===== src/rtl/stream_mux_rr.sv =====
// stream_mux_rr: NUM_CH-to-1 valid/ready stream multiplexer with a registered
// output stage. The arbitration mode is picked each cycle by 'mode':
//   mode=0  fixed select. The channel 'sel' is granted when it is valid.
//   mode=1  round-robin. The search starts one channel past the last
//           round-robin winner and wraps around.
// Optional build macro STREAM_MUX_RR_CNT_EN adds xfer_cnt, a saturating
// 16-bit count of output handshakes.
//
// Ports:
//   clk, rst_n          clock and synchronous active-low reset
//   mode, sel           arbitration mode and the fixed-select channel index
//   in_data/in_valid    packed channel data (ch i at [i*WIDTH +: WIDTH]) and valids
//   in_ready            per-channel ready (combinational)
//   out_data/out_ch     registered data and the index of its source channel
//   out_valid/out_ready registered output handshake
//   xfer_cnt            output handshake count (only with STREAM_MUX_RR_CNT_EN)
module stream_mux_rr #(
  parameter  int NUM_CH = 8,
  parameter  int WIDTH  = 8,
  localparam int SEL_W  = $clog2(NUM_CH)
) (
  input  logic                    clk,
  input  logic                    rst_n,
  input  logic                    mode,
  input  logic [SEL_W-1:0]        sel,
  input  logic [NUM_CH*WIDTH-1:0] in_data,
  input  logic [NUM_CH-1:0]       in_valid,
  output logic [NUM_CH-1:0]       in_ready,
  output logic [WIDTH-1:0]        out_data,
  output logic [SEL_W-1:0]        out_ch,
  output logic                    out_valid,
  input  logic                    out_ready
`ifdef STREAM_MUX_RR_CNT_EN
  ,
  output logic [15:0]             xfer_cnt
`endif
);

  logic [NUM_CH-1:0][WIDTH-1:0] ch_data;
  logic [NUM_CH-1:0]            grant;
  logic [SEL_W-1:0]             gnt_idx;
  logic [SEL_W-1:0]             cand;
  logic                         gnt_any;
  logic                         load_en;
  logic                         hs_in;
  logic [SEL_W-1:0]             ptr;

  assign ch_data = in_data;

  // The output register can take a word when it is empty or draining now.
  assign load_en = !out_valid || out_ready;

  always_comb begin
    grant   = '0;
    gnt_idx = '0;
    cand    = '0;
    gnt_any = 1'b0;
    if (!mode) begin
      // A sel value that names no real channel matches no loop index.
      for (int i = 0; i < NUM_CH; i++) begin
        if (sel == SEL_W'(i) && in_valid[i]) begin
          grant[i] = 1'b1;
          gnt_idx  = SEL_W'(i);
          gnt_any  = 1'b1;
        end
      end
    end else begin
      // The search visits ptr+1 .. ptr+NUM_CH. It ends at ptr itself, so a
      // lone requester can win again on the next cycle.
      for (int k = 1; k <= NUM_CH; k++) begin
        cand = SEL_W'((int'(ptr) + k) % NUM_CH);
        if (!gnt_any && in_valid[cand]) begin
          grant[cand] = 1'b1;
          gnt_idx     = cand;
          gnt_any     = 1'b1;
        end
      end
    end
  end

  // Keep every ready low while reset is asserted.
  assign in_ready = (load_en && rst_n) ? grant : '0;
  assign hs_in    = gnt_any && load_en;

  always_ff @(posedge clk) begin
    if (!rst_n) begin
      out_valid <= 1'b0;
      out_data  <= '0;
      out_ch    <= '0;
      ptr       <= SEL_W'(NUM_CH - 1);
    end else if (hs_in) begin
      out_data  <= ch_data[gnt_idx];
      out_ch    <= gnt_idx;
      out_valid <= 1'b1;
      if (mode) ptr <= gnt_idx;
    end else if (out_ready) begin
      out_valid <= 1'b0;
    end
  end

`ifdef STREAM_MUX_RR_CNT_EN
  always_ff @(posedge clk) begin
    if (!rst_n)
      xfer_cnt <= '0;
    else if (out_valid && out_ready && xfer_cnt != 16'hFFFF)
      xfer_cnt <= xfer_cnt + 16'd1;
  end
`endif

endmodule


===== config.mk =====
export PLATFORM = sky130hd
export DESIGN_NAME = stream_mux_rr
export DESIGN_NICKNAME = d
export VERILOG_FILES = /design/src/rtl/stream_mux_rr.sv
export SDC_FILE = /design/constraint.sdc
export NUM_CORES = 1
export LEC_CHECK = 0
export BUFFER_PORTS_ARGS = -buffer_cell sky130_fd_sc_hd__buf_2
export CAP_MARGIN = 0
export CELL_PAD_IN_SITES_DETAIL_PLACEMENT = 2
export CELL_PAD_IN_SITES_GLOBAL_PLACEMENT = 2
export CORE_ASPECT_RATIO = 2
export CORE_MARGIN = 5
export CORE_UTILIZATION = 30
export CTS_BUF_LIST = sky130_fd_sc_hd__clkbuf_16
export CTS_CLUSTER_DIAMETER = 100
export DETAILED_ROUTE_END_ITERATION = 8
export GPL_TIMING_DRIVEN = 1
export MAX_ROUTING_LAYER = met4
export PLACE_DENSITY_LB_ADDON = 0.12
export SLEW_MARGIN = 20
export SYNTH_ARGS = -nofsm -noshare
export SYNTH_HDL_FRONTEND = slang
export SYNTH_SLANG_ARGS = --single-unit

===== constraint.sdc =====
create_clock -name clk -period 5.3 [get_ports clk]
set_input_delay 0 -clock clk [delete_from_list [all_inputs] [get_ports clk]]
set_output_delay 0 -clock clk [all_outputs]
set_load 0.02 [all_outputs]

==> impl_metrics.py <==
metrics = {
    "sta": {
        "rsz0062_at_grt": "false",
        "finalHoldViolations": 0,
        "finClkSkew_ns": 0.004369,
        "fmax_mhz": 242.4,
        "fin_crit_sh_pct": 77.84,
        "setup_viol": 0,
        "tightest_slew_ns": 0.9520,
        "setup_tns_ns": 0,
        "worst_slew_margin_rel_pct": 35.67,
        "period_minus_slack_ns": 4.126,
        "drv_slew": 0,
    },
    "floorplanning": {
        "ioPinCount": 99,
        "row_count": 47,
        "die_w_um": 74.71,
        "dieArea_um2": 10420,
        "die_h_um": 139.4,
        "core_area_um2": 8233,
        "initial_utilization_pct": 30.52,
    },
    "cts": {
        "numCtsBuffers": 3,
        "clkTransAtPathRegs_ns": 0.05,
        "cts_tree": "done",
        "clk_path_buf_depth": 2,
        "post-cts-setup-buffers": 0,
        "clk_latency_ns": 0.25,
        "cts_root_buffer": "clkbuf_16",
        "cts_resized": 0,
        "cts_max_level": 1,
        "postCtsHoldBufs": 0,
        "cts_sinks": 15,
    },
    "global_routing": {
        "grt_pass1_vias": 3231,
        "grt_pass1_wl_um": 16540,
        "grt_usage_pct": 21.57,
        "grt_overflow": 0,
        "grt_max_degree": 26,
        "antenna_found_initial": 0,
    },
    "yosys": {
        "syn_avg_cell_area_um2": 8.785,
        "netlist_area_um2": 2512,
        "synthArstFlopShare_pct": 0,
        "yosys_warnings": 0,
        "synth_flop_cell": "dfxtp_1",
        "synthDistinctLibCells": 63,
        "yosysSeqAreaShare_pct": 11.95,
        "syn-num-nets": 371,
        "synth-edff-count": 0,
        "ys_ff_latch": 15,
        "syn_inst": 286,
    },
    "worst_setup_path": {
        "r2r_slack_ns": 1.17,
        "critical_path_class": "flop to flop",
        "slowest_delay_ns": 0.66,
        "cp.arrival_ns": 4.26,
        "r2r_start": "ptr[0]$_SDFFE_PN1P_",
        "critical_path.startpoint_type": "flop",
        "cp_max_fo": 20,
        "critPathRequiredTime_ns": 5.44,
        "ff2ff_path_depth": 10,
        "worstPathCellList": "inv_2, ha_1, mux4_2, or2_2, nor3_1, o31a_2, buf_12, mux2i_1, mux2i_1, o221a_1",
        "critPathTopFamily": "multiplexers",
        "worst-path-buf-inv": 2,
        "worst_r2r_endpoint": "out_data[5]$_SDFFE_PN0P_",
        "cp-end-kind": "flop",
        "cpMaxStageDelayCell": "ha_1",
        "crit_top_cell": "mux2i_1",
    },
    "drt": {
        "drt_first_pass_iters": 4,
        "drc": 0,
        "routedWlPerCell_um": 22.52,
        "vias": 2738,
        "viasPerCell": 5.764,
        "first_iter_violations": 101,
        "antenna_left": 0,
        "wl_um": 10700,
    },
    "layout": {
        "nNetsFinal": 463,
        "fin_cells": 475,
        "drive_above_1_share_pct": 35.01,
        "diodes": 0,
        "area_growth_pct": 23.75,
    },
    "min_path": {
        "worstHoldStart": "rst_n",
        "whs_endpoint": "ptr[0]$_SDFFE_PN1P_",
        "hold_class": "input pin to flop",
        "hold_depth": 2,
    },
    "placement": {
        "place.gp.congestion": 0.9222,
        "dp_cells": 471,
        "dpl.hpwl_um": 9341,
        "port_buffers": 98,
    },
    "pwr": {
        "p_leak_nw": 1.477,
        "peakVddDrop_v": 0.0001314,
        "p_per_area_nw_per_um2": 276.4,
    },
    "outcome": {
        "status": "finished, final reports clean",
    },
    "run": {
        "max_cap_viol_count": 0,
    },
}
sequential cells by signal (all words and copies together) (netlist names):
register and cells:
out_ch 3, out_data 8, out_valid 1, ptr 3
final cells by class:
class	instances	area [µm²]
well taps	98	122.6
fillers	1003	5124
clock inverters	1	5.005
inverters	7	26.28
flip-flops and latches	15	300.3
clock buffers	3	75.07
multi-input cells	247	2032
repair buffers	104	548.0
logic make-up (layout without fill, tap and decap cells):
logic type | count (synthesis) | count (layout) | synth area share, %
DFF | 15 | 15 | 11.95
buffers and inverters | 24 | 115 | 7.221
AOI/OAI and AO/OA | 68 | 68 | 20.72
and+or+nand+nor | 91 | 91 | 18.73
xor gates and xnor gates | 3 | 3 | 1.046
muxes | 79 | 79 | 37.35
adders and majority gates | 6 | 6 | 2.988
power breakdown:
group | switching, mW | internal [mW]
clock network | 0.0482 | 0.101
logic | 0.333 | 0.236
registers | 0.00936 | 0.132
total | 0.391 | 0.469
stage by stage:
step	setup WS, ns	area, µm²	hold WS [ns]	power, mW	utilization (%)
after floorplan	1.875	2512	0.2120	0.5719	-
after global placement	1.259	3029	0.3352	0.7055	36.79
after detailed placement	1.192	3029	0.3488	0.7195	36.79
after CTS	1.169	3109	0.08812	0.8717	37.77
after global routing	0.9078	3109	0.1108	0.9200	37.77
final	1.174	3109	0.08784	0.8594	37.77
placed cells by master, fill, tap and decap left out, types with 5 or more instances in the layout:
cell type and instances:
mux2i_1 63, ha_1 6, o221a_1 8, buf_4 5, mux2_2 5, nand2_1 32, a21oi_1 10, nor2_1 22
o21a_1 8, mux4_2 9, o21ai_0 8, dfxtp_1 15, inv_1 6, nand2b_1 6, buf_2 98
layer usage:
metal / GRT usage [%] / wire length (µm) / part of all wire [%]
met4: 9.006 / 483 / 4.5
met5: - / 0 / 0
met1: 17.88 / 3270 / 31
met2: 43.81 / 6556 / 61
met3: 2.671 / 388 / 3.6
cells in the mapped netlist (2+ instances only):
library cell,number,area (µm²)
a222oi_1,4,40.04
o22a_1,2,17.52
buf_6,4,45.04
a21boi_0,2,15.01
nor4_1,2,12.51
o21bai_1,2,15.01
nor2b_1,3,18.77
a22oi_1,2,15.01
a211oi_1,4,30.03
nor4b_1,2,17.52
nand3_1,4,20.02
or3_1,2,12.51
mux2i_1,63,630.6
buf_1,3,11.26
a31oi_1,2,12.51
buf_12,3,60.06
o221a_1,8,90.09
dfxtp_1,15,300.3
nor3b_1,3,22.52
a311oi_1,2,17.52
o21ai_0,8,40.04
nand2b_1,6,37.54
ha_1,6,75.07
nor2_1,22,82.58
o21a_1,8,60.06
xor2_1,2,17.52
clkbuf_1,5,18.77
nand4_1,2,12.51
a21oi_1,10,50.05
nand2_1,32,120.1
inv_1,6,22.52
o221ai_1,3,26.28
mux2_2,5,56.30
nor3_1,2,10.01
mux4_2,9,202.7
how the worst max path moves through the flow:
stage                   startpoint                       end  slack [ns]  cells past startpoint
2_1_floorplan  ptr[1]$_SDFFE_PN1P_  out_data[1]$_SDFFE_PN0P_        1.87                     12
3_3_place_gp   ptr[0]$_SDFFE_PN1P_  out_data[6]$_SDFFE_PN0P_        1.26                     11
3_5_place_dp   ptr[0]$_SDFFE_PN1P_  out_data[6]$_SDFFE_PN0P_        1.19                     11
4_1_cts        ptr[0]$_SDFFE_PN1P_  out_data[6]$_SDFFE_PN0P_        1.17                     11
5_1_grt        ptr[0]$_SDFFE_PN1P_  out_data[5]$_SDFFE_PN0P_        0.91                     10
6_report       ptr[0]$_SDFFE_PN1P_  out_data[5]$_SDFFE_PN0P_        1.17                     10
Note: power is estimated with default switching activity, not from simulation.
